File: src/rtl/place_random_tile.sv
// Spawns one 2/4 tile into a uniformly chosen empty cell of an NxN 2048 board.
// Fixed-latency count/pick/place scan driven by a free-running 16-bit LFSR.
module place_random_tile #(
  parameter int          N         = 4,
  parameter int          W         = 12,
  parameter int          FOUR_PROB = 2,
  parameter logic [15:0] SEED      = 16'hACE1
) (
  input  logic                       clk,
  input  logic                       rst,
  input  logic                       start,
  input  logic [1:0]                 tile_sel,
  input  logic [N-1:0][N-1:0][W-1:0] board_in,
  output logic [N-1:0][N-1:0][W-1:0] board_out,
  output logic                       done,
  output logic                       full,
  output logic                       busy,
  output logic [$clog2(N)-1:0]       placed_row,
  output logic [$clog2(N)-1:0]       placed_col
);

  localparam int          RW       = $clog2(N);
  localparam int          CW       = $clog2(N*N+1);
  localparam logic [15:0] SEED_EFF = (SEED == 16'h0000) ? 16'hACE1 : SEED;
  localparam logic [W-1:0] TILE2   = W'(2);
  localparam logic [W-1:0] TILE4   = W'(4);
  localparam logic [RW-1:0] LAST_IDX = RW'(N-1);

  typedef enum logic [2:0] {S_IDLE, S_COUNT, S_PICK, S_PLACE, S_FIN} state_t;

  state_t                      r_state;
  state_t                      w_next;
  logic [15:0]                 r_lfsr;
  logic                        w_fb;
  logic [N-1:0][N-1:0][W-1:0]  r_work;
  logic [N-1:0][N-1:0][W-1:0]  w_work_next;
  logic [N-1:0][N-1:0][W-1:0]  r_board_out;
  logic [1:0]                  r_sel;
  logic [RW-1:0]               r_row;
  logic [RW-1:0]               r_col;
  logic [RW-1:0]               w_row_nx;
  logic [RW-1:0]               w_col_nx;
  logic [CW-1:0]               r_cnt;
  logic [CW-1:0]               w_cnt_final;
  logic [CW-1:0]               r_target;
  logic [CW-1:0]               w_target;
  logic [W-1:0]                r_tile;
  logic [RW-1:0]               r_prow;
  logic [RW-1:0]               r_pcol;
  logic [RW-1:0]               r_row_out;
  logic [RW-1:0]               r_col_out;
  logic                        r_done;
  logic                        r_full;
  logic                        r_busy;
  logic                        w_zero;
  logic                        w_last;
  logic                        w_hit;
  logic                        w_four;

  assign w_fb        = r_lfsr[15] ^ r_lfsr[13] ^ r_lfsr[12] ^ r_lfsr[10];
  assign w_zero      = (r_work[r_row][r_col] == '0);
  assign w_last      = (r_row == LAST_IDX) && (r_col == LAST_IDX);
  assign w_cnt_final = r_cnt + {{(CW-1){1'b0}}, w_zero};
  // Scaling an 8-bit uniform value by cnt keeps the target inside 0..cnt-1.
  assign w_target    = CW'(({{CW{1'b0}}, r_lfsr[15:8]} * {8'd0, r_cnt}) >> 4'd8);
  assign w_four      = (r_sel == 2'b10) ||
                       (((r_sel == 2'b00) || (r_sel == 2'b11)) &&
                        ({1'b0, r_lfsr[3:0]} < 5'(FOUR_PROB)));

  assign board_out  = r_board_out;
  assign done       = r_done;
  assign full       = r_full;
  assign busy       = r_busy;
  assign placed_row = r_row_out;
  assign placed_col = r_col_out;

  // State register
  always_ff @(posedge clk or posedge rst) begin
    if (rst) begin
      r_state <= S_IDLE;
    end else begin
      r_state <= w_next;
    end
  end

  // Next-state logic
  always_comb begin
    w_next = S_IDLE;
    case (r_state)
      S_IDLE: begin
        if (start) w_next = S_COUNT;
        else       w_next = S_IDLE;
      end
      S_COUNT: begin
        if (!w_last)                  w_next = S_COUNT;
        else if (w_cnt_final != '0)   w_next = S_PICK;
        else                          w_next = S_FIN;
      end
      S_PICK:  w_next = S_PLACE;
      S_PLACE: begin
        if (w_last) w_next = S_FIN;
        else        w_next = S_PLACE;
      end
      S_FIN:   w_next = S_IDLE;
      default: w_next = S_IDLE;
    endcase
  end

  // Working-board update, write strobe and row-major scan stepping
  always_comb begin
    w_work_next = r_work;
    w_hit       = 1'b0;
    case (r_state)
      S_IDLE: begin
        if (start) w_work_next = board_in;
        else       w_work_next = r_work;
      end
      S_PLACE: begin
        if (w_zero && (r_cnt == r_target)) begin
          w_hit                     = 1'b1;
          w_work_next[r_row][r_col] = r_tile;
        end else begin
          w_hit = 1'b0;
        end
      end
      default: w_hit = 1'b0;
    endcase
    if (w_last) begin
      w_row_nx = '0;
      w_col_nx = '0;
    end else if (r_col == LAST_IDX) begin
      w_row_nx = r_row + 1'b1;
      w_col_nx = '0;
    end else begin
      w_row_nx = r_row;
      w_col_nx = r_col + 1'b1;
    end
  end

  // Datapath and registered outputs
  always_ff @(posedge clk or posedge rst) begin
    if (rst) begin
      r_lfsr      <= SEED_EFF;
      r_work      <= '0;
      r_board_out <= '0;
      r_sel       <= 2'b00;
      r_row       <= '0;
      r_col       <= '0;
      r_cnt       <= '0;
      r_target    <= '0;
      r_tile      <= '0;
      r_prow      <= '0;
      r_pcol      <= '0;
      r_row_out   <= '0;
      r_col_out   <= '0;
      r_done      <= 1'b0;
      r_full      <= 1'b0;
      r_busy      <= 1'b0;
    end else begin
      r_lfsr <= {r_lfsr[14:0], w_fb};
      r_work <= w_work_next;
      r_busy <= (w_next != S_IDLE);
      r_done <= (w_next == S_FIN);
      // Results land on entry to FIN, so the last-cell write is taken from w_work_next.
      if (w_next == S_FIN) begin
        r_board_out <= w_work_next;
        r_full      <= (r_state == S_COUNT);
        r_row_out   <= w_hit ? r_row : r_prow;
        r_col_out   <= w_hit ? r_col : r_pcol;
      end
      case (r_state)
        S_IDLE: begin
          if (start) begin
            r_sel  <= tile_sel;
            r_cnt  <= '0;
            r_row  <= '0;
            r_col  <= '0;
            r_prow <= '0;
            r_pcol <= '0;
          end
        end
        S_COUNT: begin
          r_cnt <= w_cnt_final;
          r_row <= w_row_nx;
          r_col <= w_col_nx;
        end
        S_PICK: begin
          r_target <= w_target;
          r_tile   <= w_four ? TILE4 : TILE2;
          r_cnt    <= '0;
          r_row    <= '0;
          r_col    <= '0;
        end
        S_PLACE: begin
          if (w_zero) r_cnt <= r_cnt + CW'(1);
          if (w_hit) begin
            r_prow <= r_row;
            r_pcol <= r_col;
          end
          r_row <= w_row_nx;
          r_col <= w_col_nx;
        end
        default: ;
      endcase
    end
  end

endmodule
File: config.mk
export PLATFORM = sky130hd
export DESIGN_NAME = place_random_tile
export DESIGN_NICKNAME = d
export VERILOG_FILES = /design/src/rtl/place_random_tile.sv
export SDC_FILE = /design/constraint.sdc
export NUM_CORES = 1
export LEC_CHECK = 0
export ABC_CLOCK_PERIOD_IN_PS = 13900
export BUFFER_PORTS_ARGS = -buffer_cell sky130_fd_sc_hd__buf_4
export CORE_AREA = 5 5 200 202
export DETAILED_ROUTE_END_ITERATION = 16
export DIE_AREA = 0 0 205 207
export GPL_TIMING_DRIVEN = 1
export MAX_ROUTING_LAYER = met4
export PLACE_DENSITY_LB_ADDON = 0.12
export SLEW_MARGIN = 10
export SYNTH_ARGS = -nofsm -noshare
export SYNTH_HDL_FRONTEND = slang
export SYNTH_SLANG_ARGS = --single-unit
File: constraint.sdc
create_clock -name clk -period 13.9 [get_ports clk]
set_input_delay 2.085 -clock clk [delete_from_list [all_inputs] [get_ports clk]]
set_output_delay 2.085 -clock clk [all_outputs]
set_load 0.05 [all_outputs]
==> impl_metrics.yaml <==
worst_hold_path:
  worstHoldPathCells: 0
  hold_class: "flip-flop to flip-flop"
  hp-start: "r_lfsr[5]"
  hold_end: "r_lfsr[6]"
setup_path:
  startpoint_type: "flip-flop"
  ff2ff_path_depth: 16
  cp_slowest_cell: "dfrtp_1"
  r2r-end: "board_out[134]"
  arrival_ps: 5970
  path_delay_family: "buffers and inverters"
  crit_path_end_kind: "flip-flop"
  reg2reg_slack_ps: 8330
  path_class: "flip-flop to flip-flop"
  path_buf_inv: 4
  path_cells: "inv_1 -> a211oi_1 -> a22oi_1 -> nand4_1 -> o211a_4 -> inv_4 -> ha_1 -> ha_1 -> nor2_1 -> a21oi_1 -> o21ai_0 -> a31oi_1 -> or3_4 -> inv_4 -> buf_4 -> a31oi_1"
  r2r_start: "r_row[0]"
  cp_max_fo: 77
  required_ps: 14300
  path_depth: 16
  critPathMaxStageDelay_ps: 890
power_and_ir_drop:
  p_clk_share_pct: 22.3
  p_leak_nw: 11.3
  switching_share_pct: 42.3
  p_per_area_nw_per_um2: 233
  combPwrFrac_pct: 39.6
  p_sw_mw: 2.31
  peakVddDrop_mv: 0.115
  intPower_mw: 3.16
  pwr-share-seq_pct: 38.0
drt:
  detail-route-antenna-nets: 0
  first_iter_violations: 1255
  drc: 0
  first_pass_iters: 7
  routed_via_density: 5.90
  vias: 14737
  routed_wl_mm: 57.3
  wl_per_cell_um: 23.0
place:
  gp_congestion: 0.902
  portBuffers: 395
  place_ws_ps: 8420
  place_hpwl_mm: 39.4
layout:
  area_growth_pct: 25.4
  multi_input_area_um2: 7200
  drive_gt1_share_pct: 27.0
  layout_common_cells: "dfrtp_1, buf_4, a22o_1, nand2_1, nor2_1"
  nets: 2188
  final_common_cell: "dfrtp_1"
  regArea_um2: 10800
  fill_cells: 3174
clock_tree:
  cts_tree: "done"
  cts_htree_levels: 2
  cts_sinks: 432
  post_cts_buffers: 0
  root_buffer: "clkbuf_16"
  clkLatencyLatePin_ps: 570
  clk_path_buf_depth: 3
  clkTransAtPathRegs_ps: 60
  cts.repair.resized: 0
  numCtsBuffers: 45
  cts_hold_buffers: 0
sta:
  fin_crit_ps: 5570
  setup_viol: 0
  tns_ps: 0
  hold_violations: 0
  rsz0062_at_grt: "false"
  skew_ps: 16.1
  final_max_slew_viol_count: 0
  holdWs_ps: 357
  worst_slew_pin_slew_ps: 1170
  maxSlewHeadroom_pct: 21.8
  fmax_mhz: 179
  period_share_pct: 40.1
  worst_slack_ps: 8330
yosys:
  async_reset_ff_share_pct: 100
  yosys_most_used_dff: "dfrtp_1"
  synthDistinctLibCells: 55
  synth_edf_count: 0
  syn_inst: 1593
  syn_area_um2: 18700
  synth_seq_cells: 432
  synth_warnings: 0
  synth_nets: 1838
  seq_area_frac_synth_pct: 57.9
  syn_area_per_cell_um2: 11.7
die:
  die-area_um2: 42400
  io_pins: 396
  fp.dieH_um: 207
  dieWidth_um: 205
  rows: 72
  core-area_um2: 38100
  initial_core_util_pct: 49.1
run_status:
  run_status: "complete, no violations"
grt:
  grt_overflow: 0
  first_global_vias: 14806
  grt_start_max_net_pins: 189
  antenna_found_initial: 1
  grt_pass1_wl_mm: 88.1
  grt_usage_pct: 27.0
run:
  drv_cap: 0
kinds of logic after synthesis:
kind of cell / share of synthesized area, %
mux: 0.355
simple gates: 12.7
xor+xnor: 0.515
fa+ha+maj: 3.90
buf+inv: 3.78
compound gates: 20.9
flops: 57.9
per-layer routing:
| layer | share of wire, % | global-route usage [%] | vias to the layer above |
|---|---|---|---|
| li1 | - | - | 6598 |
| met1 | 43 | 37.7 | 7458 |
| met2 | 47 | 40.8 | 573 |
| met3 | 6.8 | 4.77 | 108 |
| met4 | 3.2 | 8.66 | 0 |
| met5 | 0 | - | - |
power by group through the flow:
stage               Sequential [mW]  Clock (mW)  Combinational [mW]
floorplan                      2.45           0                1.20
finish                         2.08        1.22                2.17
CTS                            2.07        1.24                2.17
detailed placement             2.09           0                2.16
global route                   2.13        1.29                2.31
global placement               2.08           0                2.13
flip-flops by register name, indices dropped and copies added (netlist names), 2 cells and up:
register    cells
placed_col      2
placed_row      2
r_work        192
r_tile          2
r_cnt           5
r_row           2
board_out     192
r_lfsr         16
r_prow          2
r_sel           2
r_state         3
r_pcol          2
r_col           2
r_target        5
metrics by stage:
step / power, mW / utilization, % / instance area (µm²) / std cells
after CTS: 5.49 / 61.5 / 23400 / 2495
after floorplan: 3.66 / - / 18700 / 1593
final: 5.47 / 61.5 / 23400 / 2496
after detailed placement: 4.25 / 57.6 / 21900 / 2414
after global placement: 4.21 / 57.6 / 21900 / 2414
after global routing: 5.74 / 61.5 / 23400 / 2496
how the worst max path moves through the flow:
stage	startpoint	endpoint	slack [ps]
finish	r_row[0]	board_out[134]	8330
global placement	r_col[0]	placed_row[0]	8510
CTS	r_row[0]	placed_row[0]	8350
floorplan	rst	board_out[0]	5990
global route	r_row[0]	board_out[26]	7900
detailed placement	r_row[0]	placed_row[0]	8420
synthesized netlist by cell type (all sizes together) (4+ instances only):
cell type | n | share of area (%)
a211oi | 6 | 0.24
a21oi | 44 | 1.4
a22o | 286 | 13
a22oi | 6 | 0.24
a31oi | 34 | 1.1
a41oi | 16 | 2.2
and2 | 40 | 1.3
buf | 44 | 1.6
clkbuf | 62 | 1.3
dfrtp | 424 | 57
dfstp | 8 | 1.1
fa | 17 | 1.8
ha | 31 | 2.1
inv | 47 | 0.94
mux2 | 5 | 0.30
nand2 | 112 | 2.2
nand3 | 72 | 1.9
nand4 | 42 | 1.4
nor2 | 98 | 2.0
nor2b | 34 | 1.1
nor3 | 37 | 0.99
nor4 | 36 | 1.2
o211ai | 4 | 0.16
o21ai | 44 | 1.2
o31ai | 4 | 0.16
xnor2 | 7 | 0.33
xor2 | 4 | 0.19
final cells by class:
class	instances	area share, %
flip-flops and latches	432	46.2
clock inverters	16	0.769
multi-input cells	1007	30.7
clock buffers	65	5.61
well taps	518	2.77
inverters	48	0.806
repair buffers	409	13.2
diodes	1	0.0107
Power figures use the tool's default switching activity.
